--- config.mk ---
export PLATFORM = sky130hd
export DESIGN_NAME = vga_sync_rx
export DESIGN_NICKNAME = d
export VERILOG_FILES = /design/src/rtl/vga_sync_rx.sv
export SDC_FILE = /design/constraint.sdc
export NUM_CORES = 1
export LEC_CHECK = 0
export BUFFER_PORTS_ARGS = -buffer_cell sky130_fd_sc_hd__clkbuf_2
export CAP_MARGIN = 30
export CORE_MARGIN = 4
export CORE_UTILIZATION = 60
export CTS_BUF_LIST = sky130_fd_sc_hd__clkbuf_4
export DETAILED_ROUTE_END_ITERATION = 8
export PLACE_DENSITY_LB_ADDON = 0.2
export SLEW_MARGIN = 10
export SYNTH_ARGS = -nofsm -noshare
export SYNTH_HDL_FRONTEND = slang
export SYNTH_SLANG_ARGS = --single-unit
--- constraint.sdc ---
create_clock -name clk -period 5.05 [get_ports clk]
set_input_delay 0.2525 -clock clk [delete_from_list [all_inputs] [get_ports clk]]
set_output_delay 0.2525 -clock clk [all_outputs]
set_load 0.01 [all_outputs]
--- src/rtl/vga_sync_rx.sv ---
// vga_sync_rx: recovers raster position, line/frame lengths and lock status
// from an active-low HS/VS pair that is asynchronous to clk.
module vga_sync_rx #(
  parameter int HS_TS       = 800,
  parameter int VS_TS       = 525,
  parameter int HS_OFFSET   = 144,
  parameter int VS_OFFSET   = 35,
  parameter int NUM_COLS    = 640,
  parameter int NUM_ROWS    = 480,
  parameter int LOCK_FRAMES = 2
) (
  input  logic        clk,
  input  logic        rst_b,
  input  logic        pix_en,
  input  logic        HS,
  input  logic        VS,
  output logic [9:0]  rx_row,
  output logic [9:0]  rx_col,
  output logic        rx_active,
  output logic        frame_start,
  output logic [10:0] line_len,
  output logic [10:0] frame_lines,
  output logic        locked,
  output logic        lock_lost,
  output logic [1:0]  lock_state
);

  typedef enum logic [1:0] {
    SEARCH = 2'd0,
    CHECK  = 2'd1,
    LOCKED = 2'd2
  } state_t;

  localparam logic [10:0] HS_TS_W   = 11'(HS_TS);
  localparam logic [10:0] VS_TS_W   = 11'(VS_TS);
  localparam logic [9:0]  HS_OFF_W  = 10'(HS_OFFSET);
  localparam logic [9:0]  VS_OFF_W  = 10'(VS_OFFSET);
  localparam logic [9:0]  COLS_W    = 10'(NUM_COLS);
  localparam logic [9:0]  ROWS_W    = 10'(NUM_ROWS);
  localparam logic [3:0]  LOCK_N    = 4'(LOCK_FRAMES);

  state_t      state;
  logic        hs_meta, hs_s, vs_meta, vs_s;
  logic        hs_prev, vs_at_hs;
  logic [9:0]  hcnt, vcnt;
  logic [3:0]  good_cnt;
  logic        frame_bad;

  logic        hs_edge, fs, line_bad, frame_good, hsat, vsat;
  logic [10:0] hcnt_inc, vcnt_inc;
  logic [3:0]  good_inc;

  // Edge, frame-start and line/frame quality decode from registered state.
  // A line check and a frame start on the same edge both see this line.
  always_comb begin
    hcnt_inc   = {1'b0, hcnt} + 11'd1;
    vcnt_inc   = {1'b0, vcnt} + 11'd1;
    good_inc   = good_cnt + 4'd1;
    hs_edge    = pix_en && !hs_s && hs_prev;
    fs         = hs_edge && !vs_s && vs_at_hs;
    line_bad   = hs_edge && (state != SEARCH) && (hcnt_inc != HS_TS_W);
    frame_good = !(frame_bad || line_bad) && (vcnt_inc == VS_TS_W);
    hsat       = (hcnt == 10'd1023);
    vsat       = (vcnt == 10'd1023);
  end

  // Output decode; every term comes from registers that move only on pix_en.
  always_comb begin
    locked     = (state == LOCKED);
    lock_state = state;
    rx_row     = vcnt - VS_OFF_W;
    rx_col     = hcnt - HS_OFF_W;
    rx_active  = locked && (rx_row < ROWS_W) && (rx_col < COLS_W);
  end

  // Two-flop synchronizers for the asynchronous sync inputs (idle high).
  always_ff @(posedge clk or negedge rst_b) begin
    if (!rst_b) begin
      hs_meta <= 1'b1;
      hs_s    <= 1'b1;
      vs_meta <= 1'b1;
      vs_s    <= 1'b1;
    end else begin
      hs_meta <= HS;
      hs_s    <= hs_meta;
      vs_meta <= VS;
      vs_s    <= vs_meta;
    end
  end

  // Horizontal/vertical counters and measured lengths, advanced on pix_en.
  always_ff @(posedge clk or negedge rst_b) begin
    if (!rst_b) begin
      hs_prev     <= 1'b1;
      vs_at_hs    <= 1'b1;
      hcnt        <= 10'd0;
      vcnt        <= 10'd0;
      line_len    <= 11'd0;
      frame_lines <= 11'd0;
      frame_start <= 1'b0;
    end else begin
      frame_start <= fs;
      if (pix_en) begin
        hs_prev <= hs_s;
        if (hs_edge) begin
          vs_at_hs <= vs_s;
          line_len <= hcnt_inc;
          hcnt     <= 10'd0;
          if (fs) begin
            frame_lines <= vcnt_inc;
            vcnt        <= 10'd0;
          end else if (!vsat) begin
            vcnt <= vcnt + 10'd1;
          end
        end else if (!hsat) begin
          hcnt <= hcnt + 10'd1;
        end
      end
    end
  end

  // Lock FSM: SEARCH waits for a frame start, CHECK counts good frames,
  // LOCKED drops back on any timing fault with a one-clk lock_lost pulse.
  always_ff @(posedge clk or negedge rst_b) begin
    if (!rst_b) begin
      state     <= SEARCH;
      good_cnt  <= 4'd0;
      frame_bad <= 1'b0;
      lock_lost <= 1'b0;
    end else begin
      lock_lost <= 1'b0;
      if (pix_en) begin
        case (state)
          SEARCH: begin
            if (fs) begin
              state     <= CHECK;
              good_cnt  <= 4'd0;
              frame_bad <= 1'b0;
            end
          end
          CHECK: begin
            if (fs) begin
              frame_bad <= 1'b0;
              if (frame_good) begin
                good_cnt <= good_inc;
                if (good_inc == LOCK_N) state <= LOCKED;
              end else begin
                good_cnt <= 4'd0;
              end
            end else if (hsat || vsat) begin
              frame_bad <= 1'b1;
              good_cnt  <= 4'd0;
            end else if (line_bad) begin
              frame_bad <= 1'b1;
            end
          end
          LOCKED: begin
            if (line_bad || (fs && !frame_good) || hsat || vsat) begin
              state     <= SEARCH;
              lock_lost <= 1'b1;
            end else if (fs) begin
              frame_bad <= 1'b0;
            end
          end
          default: state <= SEARCH;
        endcase
      end
    end
  end

endmodule
==> results.tsv, run 1 <==
metric	value	unit
antenna_found_initial	0	
ys.flop_type	dfrtp_1	
mappedNetlistNets	362	
gp_congestion	0.813	
hpwl	4670	um
dpl_cell_area	3370	um2
fin_crit	3.39	ns
synth.avg_cell_area	9.08	um2
drc_errors	0	
design_area	3520	um2
cts_made_buffers	9	
initial_core_util	0.621	
relSlewSlack	0.370	
grt_pass1_vias	2488	
worst_slew_pin_slew	0.944	ns
hold_viol	8	
crit_type	reg -> reg	
cts_max_level	3	
violations	negative hold slack	
cp_max_fo	32	
cellLeakagePower	0.00166	uW
cts_resized	0	
highest_layer	met4	
period_share	0.671	
setup_violations	0	
cts_tree	done	
ios	53	
power	1440	uW
hold_class	in -> async	
ys_seq_elements	57	
final_cell_mix	52 x clkbuf_2, 51 x dfrtp_1, 49 x nand2_1, 41 x nor2_1, 26 x xor2_1	
die-area	6510	um2
io_buffer_count	52	
rsz0062_at_grt	no	
routed-wl-met2	3050	um
drive_gt1_frac	0.197	
area_delta_synth_final	11.1	%
path_clk_slew	0.10	ns
core-area	5110	um2
wire_per_inst	14.4	um
reg2reg_slack	1.66	ns
synth_warnings	0	
num_rows	26	
cp.arrival	3.66	ns
seq_area_frac_synth	0.452	
irDropWorstVdd	0.266	mV
required	5.32	ns
fmax	0.295	GHz
fin_tns_setup	0	ns
synth_edf_count	0	
endpoint_kind	flop	
hold_slack	-0.0169	ns
synthArstFlopShare	1.00	
fin_worst_skew	0.0143	ns
grt_max_degree	58	
cts_sinks	57	
powerDensity	408	nW/um2
n_antenna_cell	0	
ant_nets	0	
netlist_instances	349	
grt_pass1_wl	11500	um
insertion_delay	0.38	ns
firstDrtPassIters	4	
clockBufferDepth	2	
wl	6650	um
route.met3.wl	418	um
slew_violations	0	
run_status	complete, but fails checks	
final_common_cell	clkbuf_2	
drtIter0Drc	236	
maxCapViolations	0	
critPathLaunchType	flop	
via_per_inst	5.43	
netlist_area	3170	um2
ys_types	46	
die_w	80.7	um
cts-root-buf	clkbuf_4	
layout.nets	399	
drt-met1-wl	3120	um
globalRoute.totalOverflow	0	
grt_usage	0.234	
floorplan.die.height	80.7	um
vias	2505	
[Yosys cell counts, types with 2 or more instances]
| cell | number | area, um2 |
|---|---|---|
| dfrtp_1 | 51 | 1280 |
| nand2_1 | 49 | 184 |
| nor2_1 | 41 | 154 |
| xor2_1 | 26 | 228 |
| xnor2_1 | 20 | 175 |
| a21oi_1 | 19 | 95.1 |
| o21ai_0 | 18 | 90.1 |
| nand3_1 | 14 | 70.1 |
| inv_1 | 12 | 45.0 |
| clkbuf_1 | 11 | 41.3 |
| buf_4 | 9 | 67.6 |
| buf_2 | 8 | 40.0 |
| ha_1 | 8 | 100 |
| nand4_1 | 7 | 43.8 |
| dfstp_2 | 6 | 158 |
| and2_1 | 4 | 25.0 |
| nand3b_1 | 4 | 30.0 |
| nor2b_1 | 4 | 25.0 |
| and3_1 | 3 | 18.8 |
| nor3_1 | 3 | 15.0 |
| a31oi_1 | 2 | 12.5 |
| and4_1 | 2 | 17.5 |
| nand2b_1 | 2 | 12.5 |
| nor4_1 | 2 | 12.5 |
| o2111ai_1 | 2 | 17.5 |
| o41ai_1 | 2 | 17.5 |
[layer usage]
metal / global-route usage / up-vias
met1: 0.314 / 1173
met5: 0 / -
li1: - / 1247
met4: 0.0743 / 0
met2: 0.366 / 80
met3: 0.0650 / 5
[kinds of logic (layout without fill, tap and decap cells)]
family | count (synthesis) | in the layout | share of synthesized area
AOI/OAI and AO/OA | 55 | 55 | 0.114
xor gates and xnor gates | 46 | 46 | 0.127
adders and majority gates | 8 | 8 | 0.0316
buffers and inverters | 41 | 83 | 0.0623
DFF | 57 | 57 | 0.452
muxes | 2 | 2 | 0.00671
and+or+nand+nor | 140 | 140 | 0.206
[stage by stage]
stage	worst slack, ns	util	hold slack [ns]	std cells
after floorplan	2.78	-	-0.0431	349
after global placement	1.80	0.660	0.343	443
after detailed placement	1.66	0.660	0.342	443
after CTS	1.65	0.690	0.00294	461
after global routing	1.24	0.690	0.0298	461
final	1.66	0.690	-0.0169	461
[registers in the layout, summed over array words and instances (netlist names), 2 cells and up]
| name | cells |
|---|---|
| frame_lines | 11 |
| hcnt | 10 |
| lock_state | 2 |
| line_len | 11 |
| vcnt | 10 |
| good_cnt | 4 |
[worst max-delay path, stage by stage, from the launching register on]
cell	delay, ns
dfstp_2	0.54
nand2_1	0.05
nor2_1	0.65
nand3b_1	0.44
inv_1	0.82
o2111ai_1	0.17
nor2_1	0.15
a31oi_1	0.11
a311o_1	0.34
[worst paths after layout]
| kind | startpoint | endpoint | depth (start not counted) |
|---|---|---|---|
| max in group asynchronous | rst_b | vcnt[3] | 2 |
| max reg2reg | hs_prev | lock_state[0] | 8 |
| min | rst_b | line_len[0] | 2 |
| max | hs_prev | lock_state[0] | 8 |
| min reg2reg | vs_meta | vs_s | 0 |
| min in group clk | pix_en | lock_lost | 3 |
[what timing repair did]
action | CTS | global route
endpoints found under the setup margin | 0 | 0
buffers inserted | 0 | 0
hold buffers | 2 | 0
hold endpoints to repair | 2 | 0
[power by group]
part / total (uW) / internal (uW) / switching (uW)
Combinational: 457 / 200 / 257
Sequential: 663 / 548 / 115
Clock: 318 / 157 / 161
Total: 1440 / 905 / 533
[final cells by class]
| type | count | area [um2] |
|---|---|---|
| Clock buffer | 11 | 82.6 |
| Tap cell | 70 | 87.6 |
| Sequential cell | 57 | 1430 |
| Inverter | 12 | 45.0 |
| Clock inverter | 5 | 46.3 |
| Timing Repair Buffer | 55 | 288 |
| Fill cell | 397 | 1590 |
| Multi-Input combinational cell | 251 | 1540 |
(Power assumes the default switching activity.)
==> inputs of run 2 (changes only) <==
CORE_UTILIZATION = 58   (was 60)
clock period = 3.4 ns   (was 5.05 ns; I/O delays follow)
==> results.tsv, run 2 (same netlist as run 1, synthesis figures left out) <==
metric	value	unit	change
reg.largest.list	frame_lines (11), line_len (11)		unchanged
drive_gt1_frac	0.207		was 0.197
hpwl	4770	um	was 4670 um
num_rows	26		unchanged
powerDensity	577	nW/um2	was 408 nW/um2
reg2reg_depth	7		was 8
fin_worst_skew	0.0152	ns	was 0.0143 ns
pwr-share-clk	0.192		was 0.221
path_clk_slew	0.11	ns	was 0.10 ns
seqPwrFrac	0.476		was 0.461
ios	53		unchanged
antenna_found_initial	0		unchanged
min_to	lock_lost		
firstDrtPassIters	4		unchanged
cts_setup_buffers	0		unchanged
required	3.23	ns	was 5.32 ns
crit_type	reg -> out		was reg -> reg
hold_viol	0		was 8
grt_pass1_vias	2225		was 2488
wl	6430	um	was 6650 um
floorplan.die.height	81.9	um	was 80.7 um
grt_max_degree	39		was 58
insertion_delay	0.40	ns	was 0.38 ns
netSwitchingPower	778	uW	was 533 uW
ant_nets	0		unchanged
pwr-share-comb	0.331		was 0.318
finish.utilization	0.684		was 0.690
run_status	finished clean		was complete, but fails checks
core-area	5200	um2	was 5110 um2
cts_made_buffers	9		unchanged
critPathLaunchType	flop		unchanged
worstHoldStart	pix_en		
cp.arrival	2.77	ns	was 3.66 ns
vias	2508		was 2505
via_per_inst	5.38		was 5.43
io_buffer_count	52		unchanged
gp_congestion	0.871		was 0.813
irDropWorstVdd	0.458	mV	was 0.266 mV
rsz0062_at_grt	no		unchanged
setup_violations	0		unchanged
cts_max_level	3		unchanged
layout.nets	404		was 399
fin_crit	2.94	ns	
fin_tns_setup	0	ns	unchanged
cts-root-buf	clkbuf_4		unchanged
cts_sinks	57		unchanged
drt-met1-wl	3150	um	was 3120 um
worst_slew_pin_slew	0.818	ns	was 0.944 ns
switching_share	0.379		was 0.371
maxCapViolations	0		unchanged
slew_violations	0		unchanged
clockBufferDepth	2		unchanged
relSlewSlack	0.447		was 0.370
die-area	6710	um2	was 6510 um2
die_w	81.9	um	was 80.7 um
route.met3.wl	397	um	was 418 um
wire_per_inst	13.8	um	was 14.4 um
cp_max_fo	8		was 32
final_cell_mix	52 x clkbuf_2, 51 x dfrtp_1, 49 x nand2_1, 41 x nor2_1, 26 x xor2_1		unchanged
grt_pass1_wl	10600	um	was 11500 um
final_common_cell	clkbuf_2		unchanged
globalRoute.totalOverflow	0		unchanged
area_delta_synth_final	12.2	%	was 11.1%
cellLeakagePower	0.00168	uW	was 0.00166 uW
initial_core_util	0.609		was 0.621
grt_usage	0.207		was 0.234
reg2reg_slack	0.90	ns	was 1.66 ns
routed-wl-met2	2800	um	was 3050 um
drtIter0Drc	163		was 236
hold_depth	3		
highest_layer	met4		unchanged
drc_errors	0		unchanged
endpoint_kind	output pin		was flop
intPower	1280	uW	was 905 uW
period_share	0.863		
r2r_end	lock_state[0]		unchanged
n_antenna_cell	0		unchanged
fmax	0.341	GHz	
cts_tree	done		unchanged
rr_startpoint	hcnt[0]		was hs_prev
hold_class	in -> reg		was in -> async
run 2: changes by cell type in the layout (fill, tap and decap cells not counted):
cell	delta
buf_4	+3
clkinv_2	+2
buf_16	+1
bufinv_16	-1
clkinv_1	-1
dlygate4sd3_1	+1
run 2: layout make-up:
cell class | instances | area, um2
multi-input combinational | 251 | 1540
sequential | 57 | 1430
fill | 442 | 1650
clock buffer | 11 | 82.6
tap | 70 | 87.6
timing repair buffer | 60 | 348
inverter | 12 | 45.0
clock inverter | 5 | 22.5
run 2: through the flow:
step / cells / hold slack, ns / total power (uW) / instance area (um2) / setup slack (ns)
after floorplan: 349 / -0.126 / 1470 / 3170 / 1.13
after global placement: 446 / 0.259 / 1660 / 3400 / 0.990
after detailed placement: 446 / 0.259 / 1680 / 3400 / 0.919
after CTS: 465 / 0.105 / 2070 / 3530 / 0.480
after global routing: 466 / 0.155 / 2210 / 3560 / 0.245
final: 466 / 0.133 / 2050 / 3560 / 0.465
run 2: worst max path at each step:
stage / from / endpoint
after global placement: hcnt[0] / lock_state[0]
after detailed placement: hcnt[0] / lock_state[0]
final: vcnt[0] / rx_active
after floorplan: hcnt[0] / lock_state[0]
after CTS: vcnt[0] / rx_active
after global routing: vcnt[0] / rx_active
run 2: repair_timing:
item	in CTS	in global routing
hold buffers	3	0
endpoints found under the hold margin	36	0
gates resized for setup	0	0
run 2: critical path: stages (launching register included):
cell	delay, ns
dfrtp_1	0.49
ha_1	0.32
o41ai_1	0.76
nand2_1	0.19
o22ai_1	0.18
a21oi_1	0.10
and3_1	0.19
clkbuf_2	0.13
run 2: layer usage:
metal	global-route usage	vias up
met3	0.0493	12
met2	0.306	75
met1	0.292	1172
met4	0.0864	0
li1	-	1249
met5	0	-
run 2: power groups by stage:
stage	clock network [uW]	registers, uW	logic, uW
detailed placement	0	990	686
global placement	0	982	674
floorplan	0	951	521
global route	437	1000	771
CTS	403	977	692
finish	395	978	681
